`config.mk`:
```
export PLATFORM = sky130hd
export DESIGN_NAME = exe_add_dispatch
export DESIGN_NICKNAME = d
export VERILOG_FILES = /design/src/rtl/exe_add_dispatch.sv
export SDC_FILE = /design/constraint.sdc
export NUM_CORES = 1
export LEC_CHECK = 0
export ABC_AREA = 0
export BUFFER_PORTS_ARGS = -buffer_cell sky130_fd_sc_hd__buf_2
export CORE_AREA = 3 3 183 149
export CTS_BUF_LIST = sky130_fd_sc_hd__clkbuf_8
export CTS_CLUSTER_SIZE = 16
export DETAILED_ROUTE_END_ITERATION = 10
export DIE_AREA = 0 0 186 152
export GPL_ROUTABILITY_DRIVEN = 0
export PLACE_DENSITY = 0.85
export SETUP_SLACK_MARGIN = 0.02
export SLEW_MARGIN = 10
export SYNTH_ARGS = -nofsm -noshare
export SYNTH_HDL_FRONTEND = slang
export SYNTH_SLANG_ARGS = --single-unit
```
`constraint.sdc`:
```
create_clock -name clk -period 3.9 [get_ports clk]
set_clock_uncertainty 0.15 [all_clocks]
set_input_delay 1.17 -clock clk [delete_from_list [all_inputs] [get_ports clk]]
set_output_delay 1.17 -clock clk [all_outputs]
set_load 0.05 [all_outputs]
```
`src/rtl/exe_add_dispatch.sv`:
```
// Dispatch stage for the EXE add/sub unit: queues decoded ops in a small FIFO, launches
// them to the adder one at a time and holds each tagged result on a valid/ready port.
module exe_add_dispatch #(
  parameter int DEPTH         = 4,
  parameter int TAG_W         = 4,
  parameter int CAPTURE_DELAY = 1,
  parameter int ISSUE_GAP     = 2
) (
  input  logic                   clk,
  input  logic                   rst_n,
  input  logic                   in_valid,
  output logic                   in_ready,
  input  logic [2:0]             in_op,
  input  logic [31:0]            in_a,
  input  logic [31:0]            in_b,
  input  logic [TAG_W-1:0]       in_tag,
  output logic                   add_start,
  output logic [2:0]             add_op,
  output logic [31:0]            add_a,
  output logic [31:0]            add_b,
  input  logic                   add_valid,
  input  logic [31:0]            add_result,
  output logic                   out_valid,
  input  logic                   out_ready,
  output logic [31:0]            out_result,
  output logic [TAG_W-1:0]       out_tag,
  output logic                   out_err,
  output logic [$clog2(DEPTH):0] fifo_count
);
  localparam int PTR_W = $clog2(DEPTH);
  localparam int CNT_W = PTR_W + 1;
  localparam int GAP_W = $clog2(ISSUE_GAP + 2);

  typedef enum logic [2:0] {
    S_IDLE, S_ISSUE, S_WAIT, S_CAPT, S_ERR, S_DONE
  } state_e;

  typedef struct packed {
    logic [2:0]       op;
    logic [31:0]      a;
    logic [31:0]      b;
    logic [TAG_W-1:0] tag;
  } entry_t;

  state_e           state_q, state_d;
  entry_t           mem_q [DEPTH];
  entry_t           head;
  logic [PTR_W-1:0] wr_ptr_q, rd_ptr_q;
  logic [CNT_W-1:0] count_q, count_d;
  logic             in_ready_q;
  logic             push, pop, capture, cap_done;
  logic [1:0]       cap_cnt_q;
  logic [GAP_W-1:0] gap_q;
  logic [2:0]       op_q;
  logic [31:0]      a_q, b_q;
  logic [TAG_W-1:0] tag_q;
  logic [31:0]      result_q;
  logic [TAG_W-1:0] out_tag_q;
  logic             err_q;

  assign head     = mem_q[rd_ptr_q];
  assign push     = in_valid && in_ready_q;
  assign pop      = (state_q == S_IDLE) && (count_q != '0) && (gap_q == '0);
  assign count_d  = count_q + CNT_W'(push) - CNT_W'(pop);
  assign cap_done = (cap_cnt_q == 2'(CAPTURE_DELAY));
  assign capture  = ((state_q == S_WAIT) && add_valid && (CAPTURE_DELAY == 0)) ||
                    ((state_q == S_CAPT) && cap_done);

  // NOTE: the op storage has no reset; count_q and the pointers define which entries
  // are live, so stale contents are never observed and the array stays a plain RAM.
  always_ff @(posedge clk) begin
    if (push) mem_q[wr_ptr_q] <= '{op: in_op, a: in_a, b: in_b, tag: in_tag};
  end

  // NOTE: every clocked process uses non-blocking assignments so all registers update
  // from the same pre-edge values regardless of process order.
  always_ff @(posedge clk or negedge rst_n) begin
    if (!rst_n) begin
      wr_ptr_q   <= '0;
      rd_ptr_q   <= '0;
      count_q    <= '0;
      in_ready_q <= 1'b1;
    end else begin
      if (push) wr_ptr_q <= wr_ptr_q + PTR_W'(1);
      if (pop)  rd_ptr_q <= rd_ptr_q + PTR_W'(1);
      count_q    <= count_d;
      in_ready_q <= (count_d != CNT_W'(DEPTH));
    end
  end

  always_ff @(posedge clk or negedge rst_n) begin
    if (!rst_n) state_q <= S_IDLE;
    else        state_q <= state_d;
  end

  // NOTE: state_d is defaulted before the case so no path leaves it unassigned,
  // which would otherwise infer a latch.
  always_comb begin
    state_d = state_q;
    case (state_q)
      S_IDLE:  if (pop) state_d = (head.op <= 3'd1) ? S_ISSUE : S_ERR;
      S_ISSUE: state_d = S_WAIT;
      S_WAIT:  if (add_valid) state_d = (CAPTURE_DELAY == 0) ? S_DONE : S_CAPT;
      S_CAPT:  if (cap_done) state_d = S_DONE;
      S_ERR:   state_d = S_DONE;
      S_DONE:  if (out_ready) state_d = S_IDLE;
      default: state_d = S_IDLE;
    endcase
  end

  always_comb begin
    add_start = (state_q == S_ISSUE);
    out_valid = (state_q == S_DONE);
  end

  always_ff @(posedge clk or negedge rst_n) begin
    if (!rst_n) begin
      op_q      <= '0;
      a_q       <= '0;
      b_q       <= '0;
      tag_q     <= '0;
      cap_cnt_q <= '0;
      gap_q     <= '0;
      result_q  <= '0;
      out_tag_q <= '0;
      err_q     <= 1'b0;
    end else begin
      if (pop) begin
        op_q  <= head.op;
        a_q   <= head.a;
        b_q   <= head.b;
        tag_q <= head.tag;
      end
      // cap_cnt_q counts cycles since add_valid; the result is sampled when it hits the delay
      if ((state_q == S_WAIT) && add_valid)      cap_cnt_q <= 2'd1;
      else if ((state_q == S_CAPT) && !cap_done) cap_cnt_q <= cap_cnt_q + 2'd1;
      if (capture) begin
        result_q  <= add_result;
        out_tag_q <= tag_q;
        err_q     <= 1'b0;
      end else if (state_q == S_ERR) begin
        result_q  <= '0;
        out_tag_q <= tag_q;
        err_q     <= 1'b1;
      end
      if (capture || (state_q == S_ERR)) gap_q <= GAP_W'(ISSUE_GAP);
      else if (gap_q != '0)              gap_q <= gap_q - GAP_W'(1);
    end
  end

  assign in_ready   = in_ready_q;
  assign fifo_count = count_q;
  assign add_op     = op_q;
  assign add_a      = a_q;
  assign add_b      = b_q;
  assign out_result = result_q;
  assign out_tag    = out_tag_q;
  assign out_err    = err_q;
endmodule

```
==> results.json, run 1 <==
{
  "postCtsResizedCells": 0,
  "root_buffer": "clkbuf_8",
  "period_needed_ns": 3.11,
  "max_freq_ghz": 0.321,
  "dp_hpwl_um": 18100,
  "cp_slowest_cell": "dfrtp_1",
  "tns_ns": 0,
  "synth_common_cells": "284 x edfxtp_1, 122 x dfrtp_1, 76 x mux2_2, 69 x mux4_2, 34 x a22o_1",
  "slew_viol_final": 0,
  "dpl.cell_count": 1211,
  "clock_path_buffers": 3,
  "die_area_mm2": 0.0283,
  "grt_max_degree": 86,
  "rsz0062_at_grt": "no",
  "cts_tree": "built",
  "syn_avg_cell_area_um2": 21.9,
  "intPower_mw": 9.85,
  "fin_cells": 1321,
  "drt-vias-per-instance": 5.68,
  "multiInputGateArea_mm2": 0.00321,
  "synth_seq_area_share_pct": 77.0,
  "path_delay_family": "flip-flops",
  "drt_first_pass_iters": 5,
  "clock_latency_ns": 0.59,
  "setup_viol": 0,
  "max_slew.worst_pin.slew_ns": 0.922,
  "synth_cell_type_count": 37,
  "clkTransAtPathRegs_ns": 0.06,
  "drc": 0,
  "num_io_pins": 218,
  "worstSetupPathType": "reg2out",
  "hp-class": "reg2reg",
  "cp_cell_sequence": "inv_1 > nor3_1 > buf_2",
  "path_buf_inv": 2,
  "p_leak_nw": 7.01,
  "switching_share_pct": 36.5,
  "start_kind": "flop",
  "power_mw": 15.5,
  "place_area_mm2": 0.0166,
  "setup_ws_ns": 0.790,
  "areaGrowthSynthToFinish_pct": 18.3,
  "seq_area_mm2": 0.0116,
  "h-tree-depth": 2,
  "synth-edff-count": 284,
  "vias": 7498,
  "combPwrFrac_pct": 34.9,
  "drt_iter0_drc": 473,
  "cts_hold_buffers": 0,
  "finalWirelength_um": 29000,
  "arrival_ns": 1.79,
  "numCtsBuffers": 58,
  "syn_nets": 805,
  "hold_violations": 0,
  "finalCritPeriodShare_pct": 79.8,
  "max_slew_margin_pct": 38.5,
  "nets": 1064,
  "gr-total-overflow": 0,
  "stdcell_area_mm2": 0.0178,
  "peakVddDrop_mv": 0.752,
  "post_cts_buffers": 0,
  "postRouteAntennaNets": 0,
  "worstPathMaxFanout": 13,
  "yosysMostFrequentCell": "edfxtp_1",
  "fin_util_pct": 70.3,
  "synthArstFlopShare_pct": 30.2,
  "dieWidth_um": 186,
  "grt_antenna_before_repair": 10,
  "grt_pass1_wl_um": 45400,
  "max_stage_delay_ns": 0.56,
  "pwr-share-clk_pct": 22.8,
  "wl_per_cell_um": 21.9,
  "synth_top_area_share_pct": 56.6,
  "power_density_mw_per_mm2": 870,
  "status": "completed",
  "required_ns": 2.58,
  "drive_above_1_share_pct": 47.6,
  "yosys_warnings": 0,
  "whs_ns": 0.344,
  "cp-end-kind": "primary output",
  "cts_sinks": 407,
  "seqPwrFrac_pct": 42.3,
  "dieHeight_um": 152,
  "ys_ff_latch": 407,
  "fillers": 1568,
  "grt_util_all_layers_pct": 20.8,
  "netlist.top_cell.by_area": "edfxtp_1",
  "drv_cap": 0,
  "first_global_vias": 8106,
  "port-buffer-count": 217,
  "synthCells": 688,
  "power.switching_mw": 5.67,
  "core-area_mm2": 0.0254,
  "start_util_pct": 59.4,
  "ys.flop_type": "edfxtp_1",
  "synth_area_leaders": "edfxtp_1 57%, dfrtp_1 20%, mux4_2 10%",
  "pre_cts_slack_ns": 1.02,
  "netlist_area_mm2": 0.0151,
  "rows": 52
}
[cell usage in the layout, fill, tap and decap left out, drive strengths merged, types with 2 or more instances in the layout]
cell,instances
clkbuf,72
buf,233
ha,8
xnor2,5
inv,31
a22o,34
nor3,4
nor3b,2
a21oi,5
nor2,3
mux4,71
clkinv,12
o21ai,5
nand2,4
mux2,77
and3,5
edfxtp,284
bufinv,5
dfrtp,122
[final cells by class]
cell class	count	share of cell area (%)
well taps	324	2.27
flip-flops and latches	407	65.1
clock inverters	37	1.67
clock buffers	72	5.55
diodes	1	0.0140
multi-input cells	235	18.0
inverters	12	0.252
repair buffers	233	7.15
[registers in the layout (all words and copies together), names as in the netlist]
signal      cells
out_err         1
add_op          3
mem_q         284
add_a          32
fifo_count      3
in_ready        1
add_b          32
wr_ptr_q        2
tag_q           4
gap_q           2
rd_ptr_q        2
state_q         3
cap_cnt_q       2
out_tag         4
out_result     32
[power groups by stage]
stage / sequential [mW] / combinational (mW) / clock (mW)
global placement: 6.58 / 5.37 / 0
CTS: 6.58 / 5.49 / 3.63
detailed placement: 6.66 / 5.46 / 0
global route: 6.70 / 5.74 / 3.83
finish: 6.56 / 5.42 / 3.55
floorplan: 8.14 / 2.57 / 0
[cells by family (layout without fill, tap and decap cells)]
family / count (synthesis) / count (layout) / share of synthesized area, %
AND/OR/NAND/NOR: 24 / 24 / 1.04
XOR/XNOR: 6 / 6 / 0.348
flip-flops: 407 / 407 / 77.0
other: 0 / 1 / 0
buffers and inverters: 46 / 354 / 1.87
multiplexers: 148 / 148 / 16.4
adder cells (fa/ha/maj): 9 / 9 / 0.797
AO/OA/AOI/OAI: 48 / 48 / 2.58
[layer usage]
metal | global-route usage [%] | part of all wire (%)
met1 | 28.0 | 41
met2 | 34.0 | 49
met3 | 6.31 | 8.7
met4 | 5.28 | 1.7
met5 | 0 | 0.40
[final timing paths]
path | start | to | slack [ns] | depth (start not counted)
setup / recovery | state_q[2] | out_valid | 0.79 | 3
hold / removal | out_result[5] | out_result[5] | 0.34 | 1
setup reg to reg | gap_q[0] | in_ready | 1.13 | 11
hold reg to reg | out_result[5] | out_result[5] | 0.34 | 1
max in group asynchronous | rst_n | in_ready | 2.19 | 2
min in group asynchronous | rst_n | add_b[7] | 0.50 | 1
Power figures use the tool's default switching activity.
==> inputs of run 2 (changes only) <==
Settings changed: ABC_AREA 0 to 1, CORE_AREA 3 3 183 149 to 3 3 195 159, DIE_AREA 0 0 186 152 to 0 0 198 162, PLACE_DENSITY 0.85 to 0.81.
Clock period 3.9 ns to 2.6 ns, I/O delays scaled along.
==> results.json, run 2 <==
{
  "status": "completed",
  "synth_area_leaders": "edfxtp_1 55%, dfrtp_1 20%, nor2_1 8.5%",
  "timing.rr.start": "gap_q[0]",
  "ys_ff_latch": 407,
  "synthArstFlopShare_pct": 30.2,
  "synth_common_cells": "351 x nor2_1, 284 x edfxtp_1, 145 x o21ai_0, 122 x dfrtp_1, 113 x nand2_1",
  "first_global_vias": 10231,
  "postRouteAntennaNets": 0,
  "clock_latency_ns": 0.61,
  "core-area_mm2": 0.0291,
  "p_leak_nw": 7.38,
  "areaGrowthSynthToFinish_pct": 19.3,
  "setup_viol": 0,
  "grt-busiest-layer": "met2",
  "fin_util_pct": 63.1,
  "grt_use_met2_pct": 35.9,
  "dieWidth_um": 198,
  "dp_hpwl_um": 21300,
  "grt_util_all_layers_pct": 21.4,
  "tns_ns": 0,
  "vias": 10261,
  "hold_violations": 0,
  "h-tree-depth": 2,
  "ys.flop_type": "edfxtp_1",
  "synth_top_area_share_pct": 55.3,
  "drc": 0,
  "port-buffer-count": 217,
  "syn_avg_cell_area_um2": 12.3,
  "largest_reg_flops": 284,
  "startpoint": "state_q[1]",
  "start_util_pct": 52.9,
  "slew_viol_final": 0,
  "period_needed_ns": 2.49,
  "drt_iter0_drc": 765,
  "rows": 56,
  "drive_above_1_share_pct": 22.8,
  "reg2reg_to": "in_ready",
  "r2r_cells": 10,
  "nets": 1612,
  "cts_tree": "built",
  "peakVddDrop_mv": 0.936,
  "drt_first_pass_iters": 5,
  "root_buffer": "clkbuf_8",
  "start_kind": "flop",
  "gr-total-overflow": 0,
  "netlist.top_cell.by_area": "edfxtp_1",
  "grt_pass1_wl_um": 53900,
  "cp-end-kind": "primary output",
  "yosysMostFrequentCell": "nor2_1",
  "synth-edff-count": 284,
  "netlist_area_mm2": 0.0154,
  "numCtsBuffers": 61,
  "setup_ws_ns": 0.109,
  "max_freq_ghz": 0.401,
  "num_io_pins": 218,
  "required_ns": 1.67,
  "finalCritPeriodShare_pct": 95.8,
  "rsz0062_at_grt": "no",
  "clock_path_buffers": 3,
  "arrival_ns": 1.56,
  "synthCells": 1253,
  "fillers": 2188,
  "drv_cap": 0,
  "place_area_mm2": 0.0172,
  "max_slew.worst_pin.slew_ns": 0.711,
  "grt_max_degree": 145,
  "pre_cts_slack_ns": 0.231,
  "finalWirelength_um": 34500,
  "worstPathMaxFanout": 5,
  "rrSetupSlack_ns": 0.37,
  "met3_usage_pct": 4.94,
  "clkTransAtPathRegs_ns": 0.06,
  "stdcell_area_mm2": 0.0184,
  "endpoint": "out_valid",
  "worstSetupPathType": "reg2out",
  "die_area_mm2": 0.0321,
  "power_density_mw_per_mm2": 1290,
  "use_met1_pct": 27.8,
  "whs_ns": 0.227,
  "final_common_cell": "nor2_1",
  "max_slew_margin_pct": 52.6,
  "cts_sinks": 407,
  "syn_nets": 1370,
  "dieHeight_um": 162,
  "final_cell_mix": "345 x nor2_1, 284 x edfxtp_1, 214 x buf_2",
  "post_cts_buffers": 0,
  "synth_cell_type_count": 27,
  "synth_seq_area_share_pct": 75.3,
  "yosys_warnings": 0,
  "drt-vias-per-instance": 5.33,
  "wl_per_cell_um": 17.9,
  "grt_antenna_before_repair": 7,
  "top_register": "mem_q",
  "hp-class": "in2reg"
}
[run 2: changes by cell type after synthesis, sizes merged, moves of 38 or more]
cell   previous run  this run
nor2              3       353
o21ai             5       149
nand2             4       114
mux2             77         0
mux4             71         0
a31oi             0        66
nand3             1        39
[run 2: power breakdown]
| part | total, mW | internal [mW] | switching, mW |
|---|---|---|---|
| Combinational | 9.18 | 2.36 | 6.81 |
| Clock | 5.03 | 2.65 | 2.38 |
| Sequential | 9.49 | 8.74 | 0.747 |
[run 2: logic make-up after synthesis]
kind of cell / after synthesis / synth area share (%)
simple gates: 508 / 12.8
compound gates: 223 / 7.83
buf+inv: 100 / 2.91
xor+xnor: 6 / 0.341
flops: 407 / 75.3
fa+ha+maj: 9 / 0.779
[run 2: timing repair]
action,4_1_cts,5_1_grt
hold endpoints to repair,42,0
pin swaps,0,1
setup endpoints to repair,2,2
hold buffers,1,0
gates resized for setup,2,6
[run 2: stage by stage]
step | total power, mW | instances
2_1_floorplan | 16.1 | 1253
3_3_place_gp | 18.5 | 1808
3_5_place_dp | 18.8 | 1808
4_1_cts | 23.9 | 1922
5_1_grt | 25.1 | 1924
6_report | 23.7 | 1924
[run 2: worst min path at each step]
| stage | startpoint | end | slack [ns] | cells past startpoint |
|---|---|---|---|---|
| floorplan | tag_q[3] | out_tag[3] | 0.30 | 2 |
| global placement | out_result[26] | out_result[26] | 0.30 | 2 |
| detailed placement | out_result[30] | out_result[30] | 0.30 | 2 |
| CTS | in_b[23] | mem_q[1][27] | 0.18 | 1 |
| global route | in_tag[0] | mem_q[1][0] | 0.19 | 1 |
| finish | in_b[23] | mem_q[2][27] | 0.23 | 1 |
[run 2: per-layer routing]
| layer | up-vias | share of wire (%) |
|---|---|---|
| met3 | 72 | 7.9 |
| met5 | - | 0.18 |
| met4 | 10 | 2.5 |
| met1 | 4899 | 41 |
| li1 | 4854 | - |
| met2 | 426 | 48 |
[run 2: final cells by class]
type                            count  area (um^2)  share of cell area (%)
Multi-Input combinational cell    746         3410                    18.5
Antenna cell                        2         5.00                  0.0272
Timing Repair Buffer              251         1590                    8.63
Clock inverter                     43          235                    1.28
Sequential cell                   407        11600                    63.2
Clock buffer                       70          963                    5.24
Inverter                           28          108                   0.585
Tap cell                          377          472                    2.56
[run 2: worst max-delay path, stage by stage, from the launching register on]
cell and delay, ns:
dfrtp_1 0.41, inv_1 0.12, nand2_2 0.10, nor2_4 0.15, buf_6 0.17
